[src/rtl/sound_sequencer.sv]
// Note queue and millisecond timer feeding the buzzer generator: buffers {max_count, duration}
// notes, plays them back-to-back and latches silence when the queue drains or is flushed.
module sound_sequencer #(
  parameter int CLK_HZ     = 50000000,
  parameter int FIFO_DEPTH = 8,
  parameter int DUR_W      = 16
) (
  input  logic                            clk,
  input  logic                            rst_async,
  input  logic [25:0]                     note_max_count,
  input  logic [DUR_W-1:0]                note_duration_ms,
  input  logic                            note_push,
  input  logic                            flush,
  output logic                            note_full,
  output logic [$clog2(FIFO_DEPTH):0]     note_count,
  output logic                            playing,
  output logic [25:0]                     max_count,
  output logic                            latch_max_count
);

  localparam int TICKS = CLK_HZ / 1000;
  localparam int PTR_W = $clog2(FIFO_DEPTH);
  localparam int CNT_W = PTR_W + 1;
  localparam int PRE_W = (TICKS > 1) ? $clog2(TICKS) : 1;

  typedef enum logic [1:0] {IDLE, LOAD, PLAY, SILENCE} state_t;

  typedef struct packed {
    logic [25:0]      max_count;
    logic [DUR_W-1:0] duration;
  } note_t;

  note_t            mem [FIFO_DEPTH];
  note_t            head;
  logic [PTR_W-1:0] wr_ptr_q, wr_ptr_d, rd_ptr_q, rd_ptr_d;
  logic [CNT_W-1:0] count_q, count_d;
  state_t           state_q, state_d;
  logic [PRE_W-1:0] prescaler_q, prescaler_d;
  logic [DUR_W-1:0] dur_q, dur_d;
  logic [25:0]      max_count_q, max_count_d;
  logic             latch_q, latch_d;
  logic             playing_q, playing_d;
  logic             pop, push_ok, full;

  assign head = mem[rd_ptr_q];
  assign full = (count_q == CNT_W'(FIFO_DEPTH));

  always_comb begin
    // NOTE: every _d signal gets a default before the case so no path can infer a latch.
    state_d     = state_q;
    prescaler_d = prescaler_q;
    dur_d       = dur_q;
    max_count_d = max_count_q;
    latch_d     = 1'b0;

    // A full queue still accepts a push in the cycle it pops its head.
    pop      = (state_q == LOAD) && !flush;
    push_ok  = note_push && !flush && (!full || pop);
    wr_ptr_d = wr_ptr_q + PTR_W'(push_ok);
    rd_ptr_d = rd_ptr_q + PTR_W'(pop);
    count_d  = count_q + CNT_W'(push_ok) - CNT_W'(pop);

    case (state_q)
      IDLE: begin
        if (count_q != '0) state_d = LOAD;
      end
      LOAD: begin
        if (head.duration != '0) begin
          max_count_d = head.max_count;
          latch_d     = 1'b1;
          dur_d       = head.duration;
          prescaler_d = '0;
          state_d     = PLAY;
        end else begin
          state_d = (count_d != '0) ? LOAD : SILENCE;
        end
      end
      PLAY: begin
        if (prescaler_q == PRE_W'(TICKS - 1)) begin
          prescaler_d = '0;
          dur_d       = dur_q - DUR_W'(1);
          if (dur_q == DUR_W'(1)) state_d = (count_q != '0) ? LOAD : SILENCE;
        end else begin
          prescaler_d = prescaler_q + PRE_W'(1);
        end
      end
      SILENCE: begin
        max_count_d = '0;
        latch_d     = 1'b1;
        state_d     = IDLE;
      end
      default: state_d = IDLE;
    endcase

    // Flush overrides everything: empty the queue and let SILENCE emit the zero latch.
    if (flush) begin
      state_d     = SILENCE;
      max_count_d = max_count_q;
      latch_d     = 1'b0;
      dur_d       = '0;
      prescaler_d = '0;
      wr_ptr_d    = '0;
      rd_ptr_d    = '0;
      count_d     = '0;
    end

    playing_d = (state_d == LOAD) || (state_d == PLAY);
  end

  // NOTE: the note storage has no reset; entries are only read once count_q says they were written.
  always_ff @(posedge clk) begin
    if (push_ok) mem[wr_ptr_q] <= '{max_count: note_max_count, duration: note_duration_ms};
  end

  always_ff @(posedge clk or posedge rst_async) begin
    if (rst_async) begin
      state_q     <= IDLE;
      wr_ptr_q    <= '0;
      rd_ptr_q    <= '0;
      count_q     <= '0;
      prescaler_q <= '0;
      dur_q       <= '0;
      max_count_q <= '0;
      latch_q     <= 1'b0;
      playing_q   <= 1'b0;
    end else begin
      // NOTE: non-blocking so every flop samples the pre-edge values computed above.
      state_q     <= state_d;
      wr_ptr_q    <= wr_ptr_d;
      rd_ptr_q    <= rd_ptr_d;
      count_q     <= count_d;
      prescaler_q <= prescaler_d;
      dur_q       <= dur_d;
      max_count_q <= max_count_d;
      latch_q     <= latch_d;
      playing_q   <= playing_d;
    end
  end

  assign note_full       = full;
  assign note_count      = count_q;
  assign playing         = playing_q;
  assign max_count       = max_count_q;
  assign latch_max_count = latch_q;

endmodule
[config.mk]
export PLATFORM = sky130hd
export DESIGN_NAME = sound_sequencer
export DESIGN_NICKNAME = d
export VERILOG_FILES = /design/src/rtl/sound_sequencer.sv
export SDC_FILE = /design/constraint.sdc
export NUM_CORES = 1
export LEC_CHECK = 0
export BUFFER_PORTS_ARGS = -buffer_cell sky130_fd_sc_hd__buf_4
export CAP_MARGIN = 40
export CORE_MARGIN = 2
export CORE_UTILIZATION = 32
export CTS_CLUSTER_DIAMETER = 80
export DETAILED_ROUTE_END_ITERATION = 16
export GPL_TIMING_DRIVEN = 0
export PLACE_DENSITY = 0.57
export SLEW_MARGIN = 40
export SYNTH_ARGS = -nofsm -noshare
export SYNTH_HDL_FRONTEND = slang
export SYNTH_SLANG_ARGS = --single-unit
[constraint.sdc]
create_clock -name clk -period 5.2 [get_ports clk]
set_clock_uncertainty 0.2 [all_clocks]
set_input_delay 0.26 -clock clk [delete_from_list [all_inputs] [get_ports clk]]
set_output_delay 0.26 -clock clk [all_outputs]
set_load 0.005 [all_outputs]
# --- Word-level counts from Yosys, hierarchy flattened ---
# Memories as Yosys holds them, arrays and structs flattened.
# Index checks and enable logic that the tools add are counted.
word_totals:
  ff_bits: 72
  ram_bits: 336
  memories: 1
classes:
  reduce_logical: 16
  bitwise: 1
  muxes: 26
  add_sub_neg: 6
  n_eq_ne: 11
mem_list:
  columns: ["name", "depth", "width", "rd", "rd_clocked_by_memory_dff", "wr", "line_no", "rtl"]
  rows:
  - ["mem", 8, 42, 1, 0, 1, "33", "note_t mem [FIFO_DEPTH];"]
op_table:
  columns: ["cell", "count"]
  rows:
  - ["$mux 16", 6]
  - ["$pmux 16 s2", 2]
  - ["$pmux 26 s2", 1]
  - ["$mux 26", 1]
  - ["$add 16x1->16 const B", 1]
  - ["$eq 16x1->1 const B", 1]
  - ["$eq 16x16->1 const B", 1]
  - ["$reduce_bool 16->1", 1]
  - ["$sub 16x1->16 const B", 1]
  - ["$mux 2", 7]
  - ["$pmux 2 s4", 1]
  - ["$reduce_bool 4->1", 2]
  - ["$add 3x1->3", 2]
  - ["$eq 2x2->1 const B", 3]
  - ["$mux 3", 2]
  - ["$reduce_and 3->1", 2]
  - ["$add 4x1->4", 1]
  - ["$eq 2x1->1 const B", 2]
  - ["$eq 4x4->1 const B", 1]
  - ["$mux 1", 4]
  - ["$mux 4", 1]
  - ["$sub 4x1->4", 1]
  - ["$logic_and 1x1->1", 3]
  - ["$ne 3x2->1 const B", 1]
  - ["10 further kinds", 12]

# --- Logic depth before layout (Yosys ltp) ---
# Gate-level depths: netlist of run 1.
logic_depth:
  word_depth: 13
  mapped_depth: 15

# --- Least setup slack after synthesis of run 1 ---
# OpenSTA, ideal clock, no wires.
synth_timing:
  kind: "reg2reg"
  start: "reg count_q[2], in the netlist note_count[2]"
  end: "mem mem[0][0] in the netlist's numbering, enable pin"
  arrival_ps: 3961
  setup_ps: 493
  required_ps: 4507
  path_stages_with_launch: 9
  period_less_slack_ps: 4654
  setup_slack_ps: 546
  cell_sequence: "dfrtp_1 > inv_1 > ha_1 > and2_1 > nand2_1 > nand3_1 > inv_1 > nand2b_1 > nor3_1"
synth_via:
  elab_chain_len: 6
synth_rtl:
  columns: ["element", "line_no", "rtl"]
  rows:
  - ["start: declaration", "36", "logic [CNT_W-1:0] count_q, count_d;"]
  - ["start signal: assignment", "131", "count_q <= count_d;"]
  - ["$eq 4x4->1", "46", "assign full = (count_q == CNT_W'(FIFO_DEPTH));"]
  - ["named net note_full", "14", "output logic note_full,"]
  - ["$logic_not 1->1", "58", "push_ok = note_push && !flush && (!full || pop);"]
  - ["$logic_or 1x1->1", "58", null]
  - ["$logic_and 1x1->1", "58", null]
  - ["$mux 1", "112", "if (push_ok) mem[wr_ptr_q] <= '{max_count: note_max_count, duration: note_duration_ms};"]
  - ["$mux 1 (not written as such)", "112", null]
  - ["end: declaration", "33", null]
# The timed path passes the listed nets, and every way through them passes these cells.

# --- Final worst setup path of run 1 ---
layout_timing:
  start: "reg rd_ptr_q[2]"
  end: "reg prescaler_q[8]"
layout_via:
  elab_chain_len: 4
layout_rtl:
  columns: ["element", "line_no", "rtl"]
  rows:
  - ["start: declaration", "35", "logic [PTR_W-1:0] wr_ptr_q, wr_ptr_d, rd_ptr_q, rd_ptr_d;"]
  - ["start signal: assignment", "130", "rd_ptr_q <= rd_ptr_d;"]
  - ["$mem_v2 8x42", null, null]
  - ["$reduce_bool 16->1", "68", "if (head.duration != '0) begin"]
  - ["$ne 3x2->1 (no line)", null, null]
  - ["$reduce_and 2->1 (no line)", null, null]
  - ["end signal: assignment", "132", "prescaler_q <= prescaler_d;"]
  - ["end: declaration", "38", "logic [PRE_W-1:0] prescaler_q, prescaler_d;"]
# No other way between the ends.
# A chain may end at the register's enable or synchronous reset.

==> flow_summary.toml, run 1 <==
[outcome]
outcome = "finished clean"

[timing]
hold_viol = 0
timing.slew.headroom_pct = 44.2
min_period_ns = 3.75
setup_viol = 0
timing.fmax_mhz = 267
drv_slew = 0
whs_ns = 0.0664
tightest_slew_ns = 0.836
finalSetupTns_ns = 0
rsz0062_at_grt = "false"
period_share_pct = 72.1

[detailed_routing]
viasPerCell = 4.89
ant_nets = 0
wl_per_cell_microns = 20.7
drt-total-wl_microns = 38200
via_count = 9011
first_iter_violations = 894
dr.pass1.iters = 6
drc_errors = 0

[yosys]
ys_ff_latch = 408
synth_fp_nets = 981
ys_types = 57
synth_edf_count = 336
ys_seq_area_share_pct = 71.2
avgSynthCellArea_sq_um = 18.1
yosysWarnings = 0
yosys-top-cells-area = "edfxtp_1 (60%), dfrtp_1 (11%), mux4_2 (10%)"
syn_inst = 921
synth_top_flop_cell = "edfxtp_1"
yosysTopAreaCell = "edfxtp_1"
synth_top_area_share_pct = 60.4
synthArstFlopShare_pct = 17.6
syn-cell-area_sq_mm = 0.0167

[global_route]
grt_max_degree = 39
antenna_found_initial = 2
grt_overflow = 0
grt_usage_pct = 14.4
grt_pass1_vias = 9428
grt_pass1_wl_microns = 58900

[critical_path]
path_class = "register to register"
crit_arrival_ns = 4.02
worstSetupEndpointType = "register"
cp-start-kind = "register"
critical_path_required_ns = 5.47
r2r_end = "prescaler_q[8]$_DFFE_PP0P_"
r2r-start = "rd_ptr_q[2]$_DFF_PP0_"
reg2reg_depth = 11
r2r_slack_ns = 1.45
crit_fanout = 10

[place]
postPlaceCellArea_sq_mm = 0.0188
io_buffers = 78
dp_cells = 1716
place.gp.congestion = 0.842
hpwl_microns = 25600

[min_path]
hold_class = "primary input to async pin"

[floorplanning]
ios = 79
num_rows = 83
die_w_microns = 233
start_util_pct = 32.4
die_area_sq_mm = 0.0541
coreArea_sq_mm = 0.0515
dieHeight_microns = 233

[cts]
path_clk_slew_ns = 0.06
cts_tree = "yes"
numCtsBuffers = 44
cts_buffer_depth = 3
cts_root_buf = "clkbuf_16"
insertion_delay_ns = 0.58
cts_sinks = 408
post_cts_resized = 0
h-tree-depth = 2

[flow_run]
cap_viol_max_count = 0

[power_and_ir_drop]
p_clk_share_pct = 40.4
comb_power_share_pct = 12.5
vdd_drop_max_mv = 0.290
p_int_w = 0.00615
switchingPower_w = 0.00191
cellPowerDensity_mw_per_mm2 = 388
power_switching_share_pct = 23.7
p_seq_share_pct = 47.1
p_leak_nw = 7.16

[layout]
design_area_sq_mm = 0.0207
drive_above_1_share_pct = 28.9
stdcell_count = 1844
syn2layout_area_growth_pct = 24.2
fill_cells = 4713
multiInputGateArea_sq_mm = 0.00448
fin_nets = 1187
ff_latch_area_sq_mm = 0.0119
==> layer usage <==
layer | part of all wire, % | up-vias | GRT usage [%]
met2 | 49 | 223 | 24.0
met1 | 45 | 4667 | 19.8
met3 | 4.1 | 49 | 2.17
met4 | 1.6 | 2 | 3.66
li1 | - | 4070 | -
met5 | 0.018 | - | 0
==> logic make-up after synthesis <==
family | count (synthesis) | share of synthesized area (%)
AO/OA/AOI/OAI | 85 | 3.30
AND/OR/NAND/NOR | 169 | 4.88
XOR/XNOR | 4 | 0.210
multiplexers | 164 | 17.0
adder cells (fa/ha/maj) | 14 | 1.09
flip-flops | 408 | 71.2
buffers and inverters | 77 | 2.40
==> critical path, cell delays in order (launching register included) <==
cell,delay [ns]
dfrtp_1,0.49
buf_2,0.34
buf_2,0.35
mux4_2,0.35
mux2i_1,0.35
and4_1,0.27
nand2_1,0.14
o21bai_2,0.30
buf_2,0.28
buf_2,0.28
nand3_1,0.13
mux2i_1,0.15
==> area by class of cell <==
type / instances / share of cell area (%)
buffer: 50 / 1.48
antenna: 1 / 0.0121
multi-input combinational: 436 / 21.6
clock buffer: 55 / 5.79
clock inverter: 27 / 1.66
inverter: 27 / 0.513
sequential: 408 / 57.3
timing repair buffer: 160 / 7.54
tap: 680 / 4.10
==> state kept, by name (all words and copies together) (netlist names) <==
| name | count |
|---|---|
| mem | 336 |
| max_count | 26 |
| dur_q | 16 |
| prescaler_q | 16 |
| note_count | 4 |
| rd_ptr_q | 3 |
| wr_ptr_q | 3 |
| state_q | 2 |
| latch_max_count | 1 |
| playing | 1 |
==> cell usage in the layout, fill, tap and decap left out, types with 6 or more instances in the layout <==
| master | n |
|---|---|
| buf_16 | 10 |
| edfxtp_1 | 336 |
| nand3_1 | 20 |
| mux4_2 | 76 |
| buf_2 | 21 |
| dfrtp_1 | 72 |
| nand2_1 | 20 |
| and2_1 | 6 |
| clkbuf_1 | 26 |
| and3_1 | 6 |
| mux2_4 | 19 |
| a31oi_1 | 7 |
| clkinv_2 | 9 |
| o32ai_1 | 6 |
| o22ai_1 | 9 |
| buf_4 | 92 |
| nor2_1 | 63 |
| buf_6 | 6 |
| a21oi_1 | 35 |
| nor3_1 | 13 |
| nor2b_1 | 7 |
| clkbuf_8 | 6 |
| inv_1 | 26 |
| nand3b_1 | 8 |
| nor2_4 | 6 |
| mux2i_1 | 48 |
| dlygate4sd3_1 | 45 |
| buf_8 | 10 |
| mux2_2 | 13 |
| mux4_1 | 8 |
| bufinv_16 | 6 |
| clkbuf_16 | 44 |
| ha_1 | 13 |
==> what timing repair did <==
item,CTS,global route
hold buffers,44,0
hold endpoints to repair,411,0
buffers inserted,0,0
==> power groups by stage <==
stage | Clock, W | Combinational (W) | Sequential [W]
after global routing | 0.00347 | 0.00111 | 0.00381
after floorplan | 0 | 0.000594 | 0.00385
after CTS | 0.00334 | 0.00102 | 0.00380
after detailed placement | 0 | 0.000983 | 0.00386
final | 0.00325 | 0.00101 | 0.00380
after global placement | 0 | 0.000946 | 0.00387
==> cells in the mapped netlist, types with 2 or more instances <==
library cell and count:
nand3b_1 8, buf_2 10, nor2_1 69, buf_12 2
a211oi_1 2, nand3_1 20, a21o_1 3, a2111oi_0 2
mux4_1 8, mux2_2 13, a32oi_1 2, a21oi_1 35
ha_1 13, edfxtp_1 336, and3_1 6, o21ai_0 2
mux4_2 76, o22ai_1 9, mux2i_1 48, buf_1 6
nor2b_1 7, a22o_1 2, xnor2_1 4, a22oi_1 4
nand2b_1 5, o32ai_1 6, clkbuf_1 23, nor4_1 3
mux2_4 19, a31oi_1 7, and2_1 6, buf_6 6
nand4_1 4, nand2_1 20, inv_1 27, dfrtp_1 72
nor3_1 15, o31a_1 2
==> worst max-delay path by stage <==
stage                       startpoint                         end  cells past startpoint
2_1_floorplan  note_count[2]$_DFF_PP0_         mem[0][0]$_DFFE_PP_                      8
3_3_place_gp   note_count[2]$_DFF_PP0_        mem[0][21]$_DFFE_PP_                      8
3_5_place_dp     rd_ptr_q[2]$_DFF_PP0_    max_count[3]$_DFFE_PP0P_                     10
4_1_cts          rd_ptr_q[2]$_DFF_PP0_  prescaler_q[9]$_DFFE_PP0P_                     11
5_1_grt          rd_ptr_q[2]$_DFF_PP0_  prescaler_q[9]$_DFFE_PP0P_                     11
6_report         rd_ptr_q[2]$_DFF_PP0_  prescaler_q[8]$_DFFE_PP0P_                     11
==> per-stage QoR <==
stage | util, % | setup slack (ns) | power, W
floorplan | - | 0.546 | 0.00444
global placement | 35.2 | -3.12 | 0.00481
detailed placement | 36.4 | 1.41 | 0.00484
CTS | 40.3 | 1.38 | 0.00815
global route | 40.3 | 1.17 | 0.00839
finish | 40.3 | 1.45 | 0.00806
Note: power is estimated with default switching activity, not from simulation.
==> run 2: changes to the inputs <==
--- a/config.mk
+++ b/config.mk
@@ -12,7 +12,7 @@
 export CTS_CLUSTER_DIAMETER = 80
 export DETAILED_ROUTE_END_ITERATION = 16
 export GPL_TIMING_DRIVEN = 0
-export PLACE_DENSITY = 0.57
+export PLACE_DENSITY = 0.59
 export SLEW_MARGIN = 40
 export SYNTH_ARGS = -nofsm -noshare
 export SYNTH_HDL_FRONTEND = slang
==> constraint.sdc (replaced) <==
create_clock -name clk -period 3.2 [get_ports clk]
set_clock_uncertainty 0.2 [all_clocks]
set_input_delay 0.16 -clock clk [delete_from_list [all_inputs] [get_ports clk]]
set_output_delay 0.16 -clock clk [all_outputs]
set_load 0.005 [all_outputs]
==> flow_summary.toml, run 2 (same netlist as run 1, synthesis figures left out) <==
[outcome]
outcome = "finished, violations left"
violations = "setup timing"

[layout]
drive_above_1_share_pct = 32.3
layout_common_cells = "edfxtp_1 (336), buf_4 (105), mux4_2 (82)"
stdcell_count = 1867
fin_nets = 1213
syn2layout_area_growth_pct = 27.5
largest_reg_flops = 336
n_antenna_cell = 0
layout_commonest_cell = "edfxtp_1"
largest_register = "mem"

[detailed_routing]
wl_per_cell_microns = 20.8
viasPerCell = 4.96
ant_nets = 0
drc_errors = 0
via_count = 9258
dr.pass1.iters = 5
drt-total-wl_microns = 38800
first_iter_violations = 822

[timing]
rsz0062_at_grt = "true"
whs_ns = 0.0271
min_period_ns = 3.35
finalSetupTns_ns = -5.76
timing.slew.headroom_pct = 44.2
fin_ws_ns = -0.152
setup_viol = 56
hold_viol = 0
period_share_pct = 105
drv_slew = 0
tightest_slew_ns = 0.830
timing.fmax_mhz = 298

[cts]
cts_root_buf = "clkbuf_16"
h-tree-depth = 2
numCtsBuffers = 43
cts_sinks = 408
insertion_delay_ns = 0.57
cts_tree = "yes"
cts_buffer_depth = 3
path_clk_slew_ns = 0.06

[global_route]
antenna_found_initial = 1
grt_pass1_wl_microns = 58900
grt_usage_pct = 14.4
grt_pass1_vias = 9498
grt_overflow = 0
grt_max_degree = 40

[critical_path]
path_class = "register to register"
crit_fanout = 10
critical_path_required_ns = 3.45
crit_arrival_ns = 3.60
worstSetupEndpointType = "register"
path_common_cell = "buf_12"
slowest_delay_ns = 0.49
cp-start-kind = "register"
worstPathCellList = "buf_12 -> buf_12 -> buf_8 -> mux4_2 -> mux2_4 -> nor4_4 -> nand2_2 -> o311a_4 -> buf_12 -> mux2_4"
crit_slowest_cell = "mux4_2"

[floorplanning]
coreArea_sq_mm = 0.0515
die_area_sq_mm = 0.0541
ios = 79
die_w_microns = 233
start_util_pct = 32.4
num_rows = 83
dieHeight_microns = 233

[place]
hpwl_microns = 24800
io_buffers = 78
place.gp.congestion = 0.838
dp_cells = 1708

[power_and_ir_drop]
p_leak_nw = 7.36
vdd_drop_max_mv = 0.394
cellPowerDensity_mw_per_mm2 = 604
p_total_w = 0.0129

[min_path]
hold_class = "primary input to register"

[flow_run]
cap_viol_max_count = 0
run 2: cell types whose count changed in the layout (fill, tap and decap cells not counted), moves of 8 or more:
cell / previous run / this run
mux2i_1: 48 / 39
buf_12: 2 / 11
buf_8: 10 / 19
buf_4: 92 / 105
buf_2: 21 / 5
clkbuf_1: 26 / 34
run 2: where the power goes:
part           switching (W)  internal (W)  leakage, nW
combinational       0.000916      0.000962         2.71
clock                0.00203       0.00280        0.674
sequential          0.000153       0.00601         3.98
run 2: area by class of cell:
type	count	area (sq um)
multi-input combinational	436	4670
buffer	48	404
inverter	27	106
timing repair buffer	189	2010
fill	4648	30200
clock buffer	63	1210
sequential	408	11900
tap	680	851
clock inverter	16	160
run 2: worst max-delay path: cells and delay by family, from the launching register on:
| family | cells | cell delay, ns |
|---|---|---|
| AOI/OAI and AO/OA | 1 | 0.44 |
| muxes | 3 | 1.12 |
| buffers and inverters | 4 | 0.54 |
| DFF | 1 | 0.45 |
| and+or+nand+nor | 2 | 0.49 |
run 2: path summary, 6_finish.rpt:
check | cells past startpoint | slack, ns | from | to
hold / removal | 5 | 0.03 | note_push | wr_ptr_q[0]$_DFF_PP0_
min in group asynchronous | 4 | 0.57 | rst_async | playing$_DFF_PP0_
hold reg to reg | 1 | 0.29 | prescaler_q[2]$_DFFE_PP0P_ | prescaler_q[2]$_DFFE_PP0P_
setup reg to reg | 10 | -0.15 | rd_ptr_q[0]$_DFF_PP0_ | max_count[15]$_DFFE_PP0P_
max in group asynchronous | 5 | 1.65 | rst_async | max_count[23]$_DFFE_PP0P_
setup / recovery | 10 | -0.15 | rd_ptr_q[0]$_DFF_PP0_ | max_count[15]$_DFFE_PP0P_
run 2: metrics by stage:
step                worst slack [ns]  instance area (sq um)  utilization, %
global placement               -2.59                  18200            35.3
detailed placement            -0.575                  18800            36.5
CTS                          -0.0979                  21100            41.0
global route                  -0.218                  21300            41.4
floorplan                     -0.323                  16700               -
finish                        -0.152                  21300            41.4
run 2: layer usage:
metal	track usage [%]	wire [microns]	up-vias	share of wire (%)
met5	0	7	-	0.018
met4	3.68	908	2	2.3
met3	3.21	2280	65	5.9
met2	23.3	18500	287	48
met1	19.8	17100	4771	44
li1	-	-	4133	-
run 2: repair_timing:
action / CTS / global route
hold endpoints to repair: 414 / 0
pin swaps: 6 / 13
hold buffers: 45 / 0
buffers inserted: 20 / 14
gates cloned: 3 / 3
gates resized for setup: 74 / 17
setup endpoints to repair: 62 / 60
